## config.mk

```make
export PLATFORM = sky130hd
export DESIGN_NAME = i2c_register_bridge
export DESIGN_NICKNAME = d
export VERILOG_FILES = /design/src/rtl/i2c_register_bridge.sv
export SDC_FILE = /design/constraint.sdc
export NUM_CORES = 1
export LEC_CHECK = 0
export BUFFER_PORTS_ARGS = -buffer_cell sky130_fd_sc_hd__buf_2
export CAP_MARGIN = 25
export CORE_AREA = 10 10 244 246
export CTS_BUF_LIST = sky130_fd_sc_hd__clkbuf_2 sky130_fd_sc_hd__clkbuf_4 sky130_fd_sc_hd__clkbuf_8
export DETAILED_ROUTE_END_ITERATION = 8
export DIE_AREA = 0 0 254 256
export MAX_ROUTING_LAYER = met4
export PLACE_DENSITY = 0.46
export REMOVE_ABC_BUFFERS = 1
export SKIP_CTS_REPAIR_TIMING = 1
export SLEW_MARGIN = 20
export SYNTH_ARGS = -nofsm -noshare
export SYNTH_HDL_FRONTEND = slang
export SYNTH_SLANG_ARGS = --single-unit
```

## constraint.sdc

```tcl
create_clock -name clk -period 1.6 [get_ports clk]
set_input_delay 0.24 -clock clk [delete_from_list [all_inputs] [get_ports clk]]
set_output_delay 0.24 -clock clk [all_outputs]
set_load 0.01 [all_outputs]
```

## src/rtl/i2c_register_bridge.sv

```systemverilog
`default_nettype none
// ============================================================================
// Module   : i2c_register_bridge
// Function : Single-request valid/ready bridge onto the I2C master register
//            file; one-hot write/read strobes, registered read-back response.
//            Optional range check: I2C_REGISTER_BRIDGE_ADDR_CHECK_EN.
// Revision : 1.0 - initial release
// ============================================================================
module i2c_register_bridge #(
    parameter int REGS         = 9,
    parameter int ADDRESSWIDTH = $clog2(REGS),
    parameter int POWEROF2REGS = 16
) (
    input  logic                               clk,
    input  logic                               reset,
    input  logic                               req_valid,
    output logic                               req_ready,
    input  logic                               req_write,
    input  logic [ADDRESSWIDTH-1:0]            req_addr,
    input  logic [31:0]                        req_wdata,
    output logic                               rsp_valid,
    input  logic                               rsp_ready,
    output logic [31:0]                        rsp_rdata,
    output logic                               rsp_error,
    output logic                               reg_clk,
    output logic                               reg_reset,
    output logic [31:0]                        reg_data_in,
    input  logic [POWEROF2REGS-1:0][31:0]      reg_data_out,
    output logic [POWEROF2REGS-1:0]            reg_write_en,
    output logic [POWEROF2REGS-1:0]            reg_read_en
);

    localparam logic [1:0] c_IDLE   = 2'd0;
    localparam logic [1:0] c_ACCESS = 2'd1;
    localparam logic [1:0] c_RESP   = 2'd2;

    logic [1:0]              r_state;
    logic [ADDRESSWIDTH-1:0] r_addr;
    logic                    r_write;
    logic [31:0]             r_data_in;
    logic [31:0]             r_rdata;
    logic                    r_error;
    logic                    w_addr_ok;
    logic                    w_fire;

`ifdef I2C_REGISTER_BRIDGE_ADDR_CHECK_EN
    // One extra bit so REGS == 2**ADDRESSWIDTH still compares correctly.
    localparam logic [ADDRESSWIDTH:0] c_REGS = (ADDRESSWIDTH+1)'(REGS);
    assign w_addr_ok = ({1'b0, r_addr} < c_REGS);
`else
    assign w_addr_ok = 1'b1;
`endif

    assign w_fire    = (r_state == c_ACCESS) && w_addr_ok;

    assign req_ready   = (r_state == c_IDLE);
    assign rsp_valid   = (r_state == c_RESP);
    assign rsp_rdata   = r_rdata;
    assign rsp_error   = r_error;
    assign reg_clk     = clk;
    assign reg_reset   = reset;
    assign reg_data_in = r_data_in;

    for (genvar i = 0; i < POWEROF2REGS; i++) begin : g_strobe
        assign reg_write_en[i] = w_fire &&  r_write && (r_addr == ADDRESSWIDTH'(i));
        assign reg_read_en[i]  = w_fire && !r_write && (r_addr == ADDRESSWIDTH'(i));
    end

    always_ff @(posedge clk) begin
        if (reset) begin
            r_state   <= c_IDLE;
            r_addr    <= '0;
            r_write   <= 1'b0;
            r_data_in <= 32'd0;
            r_rdata   <= 32'd0;
            r_error   <= 1'b0;
        end else begin
            case (r_state)
                c_IDLE: begin
                    if (req_valid) begin
                        r_addr  <= req_addr;
                        r_write <= req_write;
                        // Write data persists on the bus until the next write.
                        if (req_write) begin
                            r_data_in <= req_wdata;
                        end
                        r_state <= c_ACCESS;
                    end
                end
                c_ACCESS: begin
                    r_rdata <= (!r_write && w_addr_ok) ? reg_data_out[r_addr] : 32'd0;
                    r_error <= !w_addr_ok;
                    r_state <= c_RESP;
                end
                c_RESP: begin
                    if (rsp_ready) begin
                        r_state <= c_IDLE;
                    end
                end
                default: r_state <= c_IDLE;
            endcase
        end
    end

endmodule
`default_nettype wire

```

Word level (Yosys, flattened, before mapping):

Index checks and enable logic that the tools add are counted.

* $mul: 0
* bitwise operators: 0
* order comparisons: 1
* equality and inequality tests: 19
* shift-type cells: 0
* muxes and demuxes: 6
* add/subtract/negate cells: 0
* div/mod/pow operators: 0
* reductions and logical operators: 40

Operator list (count)
* $bmux W32 S4: 1
* $mux W32: 2
* $logic_and A1 B1 Y1: 34
* $eq A4 B4 Y1 const B: 8
* $eq A4 B3 Y1 const B: 4
* $eq A4 B2 Y1 const B: 2
* $pmux W2 S3: 1
* $lt A4 B5 Y1 const B: 1
* $eq A4 B1 Y1 const B: 1
* $logic_not A4 Y1: 1
* $mux W2: 2
* $reduce_and A2 Y1: 2
* $reduce_and A3 Y1: 1
* $eq A2 B1 Y1 const B: 1
* $eq A2 B2 Y1 const B: 1
* $logic_not A2 Y1: 1
* $ne A2 B1 Y1 const B: 1
* $ne A2 B2 Y1 const B: 1
* $logic_not A1 Y1: 1

* memory bits (writable): 0
* memories kept: 0
* output and inout port bits: 101
* memory bits (read-only): 0
* register bits after elaboration: 71
* latch bits: 0
* bits of input ports: 553
* word-level logic and storage cells: 71

Depth between registers and ports, before layout:

* word-level depth: 3
* gate-level depth with buffers: 7
* depth with buffers taken out: 3

==> flow_metrics.tcl <==
set metrics [dict create \
    status "finished with violations" \
    violations "setup timing" \
    overflow 0 \
    power.internal_mw 4.461 \
    syn2layout_area_growth_pct 84.19 \
    grt_pass1_vias 9214 \
    synth_adder_area_share_pct 0 \
    max_clock_freq_ghz 0.4717 \
    grt_setup_unrepaired "yes" \
    wl_per_cell_um 24.77 \
    crit_required_ns 1.36 \
    yosys.area_share.simple_pct 12.24 \
    ff2ff_path_depth 8 \
    holdPathStages 3 \
    combinationalPowerShare_pct 42.3 \
    hp-class "primary input to flop" \
    yosys_register_bits 71 \
    grt_use_met2_pct 25.16 \
    seqPwrFrac_pct 28.6 \
    final.min_clock_period_ns 2.120 \
    yosysSeqAreaShare_pct 21.16 \
    drive_gt1_share_pct 72.22 \
    io_pins 654 \
    grt_use_met1_pct 15.69 \
    arrival_ns 1.88 \
    ys.warnings.count 0 \
    synth_top_area_cell "mux4_2" \
    dp_hpwl_um 43010 \
    power.density_nw_per_um2 546.1 \
    antenna_found_initial 30 \
    synth_edf_count 0 \
    ir_drop_uv 365.9 \
    maxSlewHeadroom_pct 59.19 \
    p_sw_share_pct 33.98 \
    via_per_inst 4.188 \
    ys_async_sr_fraction_pct 0 \
    die_area_um2 65020 \
    path_class "flop to output port" \
    end_kind "output port" \
    syn-cell-area_um2 6718 \
    power_mw 6.757 \
    wl_um 49980 \
    p_leak_nw 5.373 \
    grtUsageTotal_pct 14.65 \
    die_x_um 254 \
    use_met3_pct 6.081 \
    nNetsFinal 1844 \
    grt_busiest_layer "met2" \
    rows 86 \
    cp-start-kind "flop" \
    synth_xor_area_share_pct 0 \
    tritoncts "built" \
    first_pass_iters 5 \
    synth_top_area_share_pct 42.91 \
    clock-skew-final_ns 0.01652 \
    drv_cap 0 \
    crit_fanout 7 \
    grt_max_degree 52 \
    syn_avg_cell_area_um2 11.79 \
    clock_latency_ns 0.54 \
    synth_area_leaders "mux4_2, dfxtp_1, mux2i_1" \
    fp.coreArea_um2 54660 \
    drcViolationCount 0 \
    ys.flop_type "dfxtp_1" \
    drv_slew 0 \
    start_util_pct 12.29 \
    grt_pass1_wl_um 66440 \
    synth_compound_area_share_pct 7.469 \
    post-route-period-util_pct 132.5 \
    fin_hold_ws_ns 0.01944 \
    syn_inst 570 \
    drt_iter0_markers 441 \
    drt.antenna.violating_nets 0 \
    via_count 8452 \
    clkTransAtPathRegs_ns 0.10 \
    tightest_slew_ns 0.6121 \
    setup_slack_ns -0.5200 \
    gp_congestion 1.004 \
    io_buffers 652 \
    finalSetupViolCount 64 \
    p_sw_mw 2.296 \
    p_clk_share_pct 29.1 \
    ys_types 27 \
    die-height_um 256 \
    synthMuxAreaShare_pct 52.45 \
    timing_hold_violations_final 0 \
    synth_top_family_by_area "multiplexers" \
]
## stage by stage
stage	std cells	utilization [%]	cell area (um2)	TNS, ns	setup WS, ns
2_1_floorplan	498	-	6272	-364.22	-5.365
3_3_place_gp	1925	20.29	11090	-4.507	-0.1904
3_5_place_dp	1925	20.29	11090	-5.323	-0.2118
4_1_cts	1944	20.74	11330	-23.63	-0.7628
5_1_grt	2018	22.64	12370	-26.03	-0.6280
6_report	2018	22.64	12370	-19.66	-0.5200
## kinds of logic after synthesis
| family | Yosys count |
|---|---|
| and+or+nand+nor | 164 |
| buffers and inverters | 72 |
| muxes | 192 |
| AOI/OAI and AO/OA | 70 |
| DFF | 71 |
| other | 1 |
## critical path, cell delays in order, from the launching register on
cell      delay (ns)
dfxtp_4         0.38
buf_12          0.14
nand2b_4        0.13
or3_4           0.37
nor3_2          0.15
buf_2           0.17
## final cells by class
| cell class | instances | area (um2) |
|---|---|---|
| repair buffers | 778 | 4742 |
| diodes | 18 | 45.04 |
| well taps | 704 | 880.8 |
| multi-input cells | 427 | 5022 |
| fillers | 5979 | 42290 |
| clock buffers | 14 | 177.7 |
| flip-flops and latches | 71 | 1435 |
| clock inverters | 6 | 70.07 |
## power by group through the flow
| stage | sequential (mW) | clock, mW | combinational [mW] |
|---|---|---|---|
| floorplan | 2.19 | 0 | 1.13 |
| CTS | 1.93 | 2.11 | 2.58 |
| global placement | 1.97 | 0.0378 | 2.54 |
| detailed placement | 1.97 | 0.0378 | 2.58 |
| global route | 1.95 | 2.17 | 3.07 |
| finish | 1.93 | 1.96 | 2.86 |
## cells in the final DEF, fill, tap and decap left out, types with 5 or more instances in the layout
master	synthesis	routed
buf_2	20	651
mux4_2	128	128
nand2_1	75	75
dfxtp_1	71	66
mux2i_1	64	54
buf_4	10	46
a21oi_1	38	38
dlygate4sd3_1	0	36
nand3b_1	34	34
o221ai_1	27	25
nor2_1	28	21
diode_2	0	18
buf_6	15	16
buf_12	0	13
clkbuf_8	0	12
mux2i_2	0	9
buf_8	0	9
nor2_2	0	7
o221ai_2	5	7
clkbuf_16	0	5
## per-layer routing
| layer | vias up | part of all wire, % |
|---|---|---|
| li1 | 3781 | - |
| met1 | 4157 | 39 |
| met2 | 477 | 51 |
| met3 | 37 | 9.7 |
| met4 | 0 | 1.2 |
| met5 | - | 0 |
## cell usage after synthesis (2+ instances only)
library cell	number
nand3b_1	34
o221ai_2	5
or4_1	2
a21oi_1	38
nand2b_1	6
mux4_2	128
nand2_1	75
clkbuf_1	25
or3_1	3
nor2_1	28
buf_4	10
mux2i_1	64
o221ai_1	27
nor3_1	8
buf_2	20
buf_1	2
buf_6	15
dfxtp_1	71
## sequential cells by signal (all words and copies together) (netlist names)
| signal | flops |
|---|---|
| r_write | 1 |
| rsp_rdata | 32 |
| r_state | 2 |
| reg_data_in | 32 |
| r_addr | 4 |
## path summary, 6_finish.rpt
| kind | startpoint | end | slack (ns) |
|---|---|---|---|
| worst max-delay path | r_addr[1] | reg_read_en[1] | -0.52 |
| worst max register to register | r_addr[1] | rsp_rdata[28] | -0.39 |
| worst min register to register | reg_data_in[12] | reg_data_in[12] | 0.45 |
| worst min-delay path | req_wdata[18] | reg_data_in[18] | 0.02 |
Note: power is estimated with default switching activity, not from simulation.
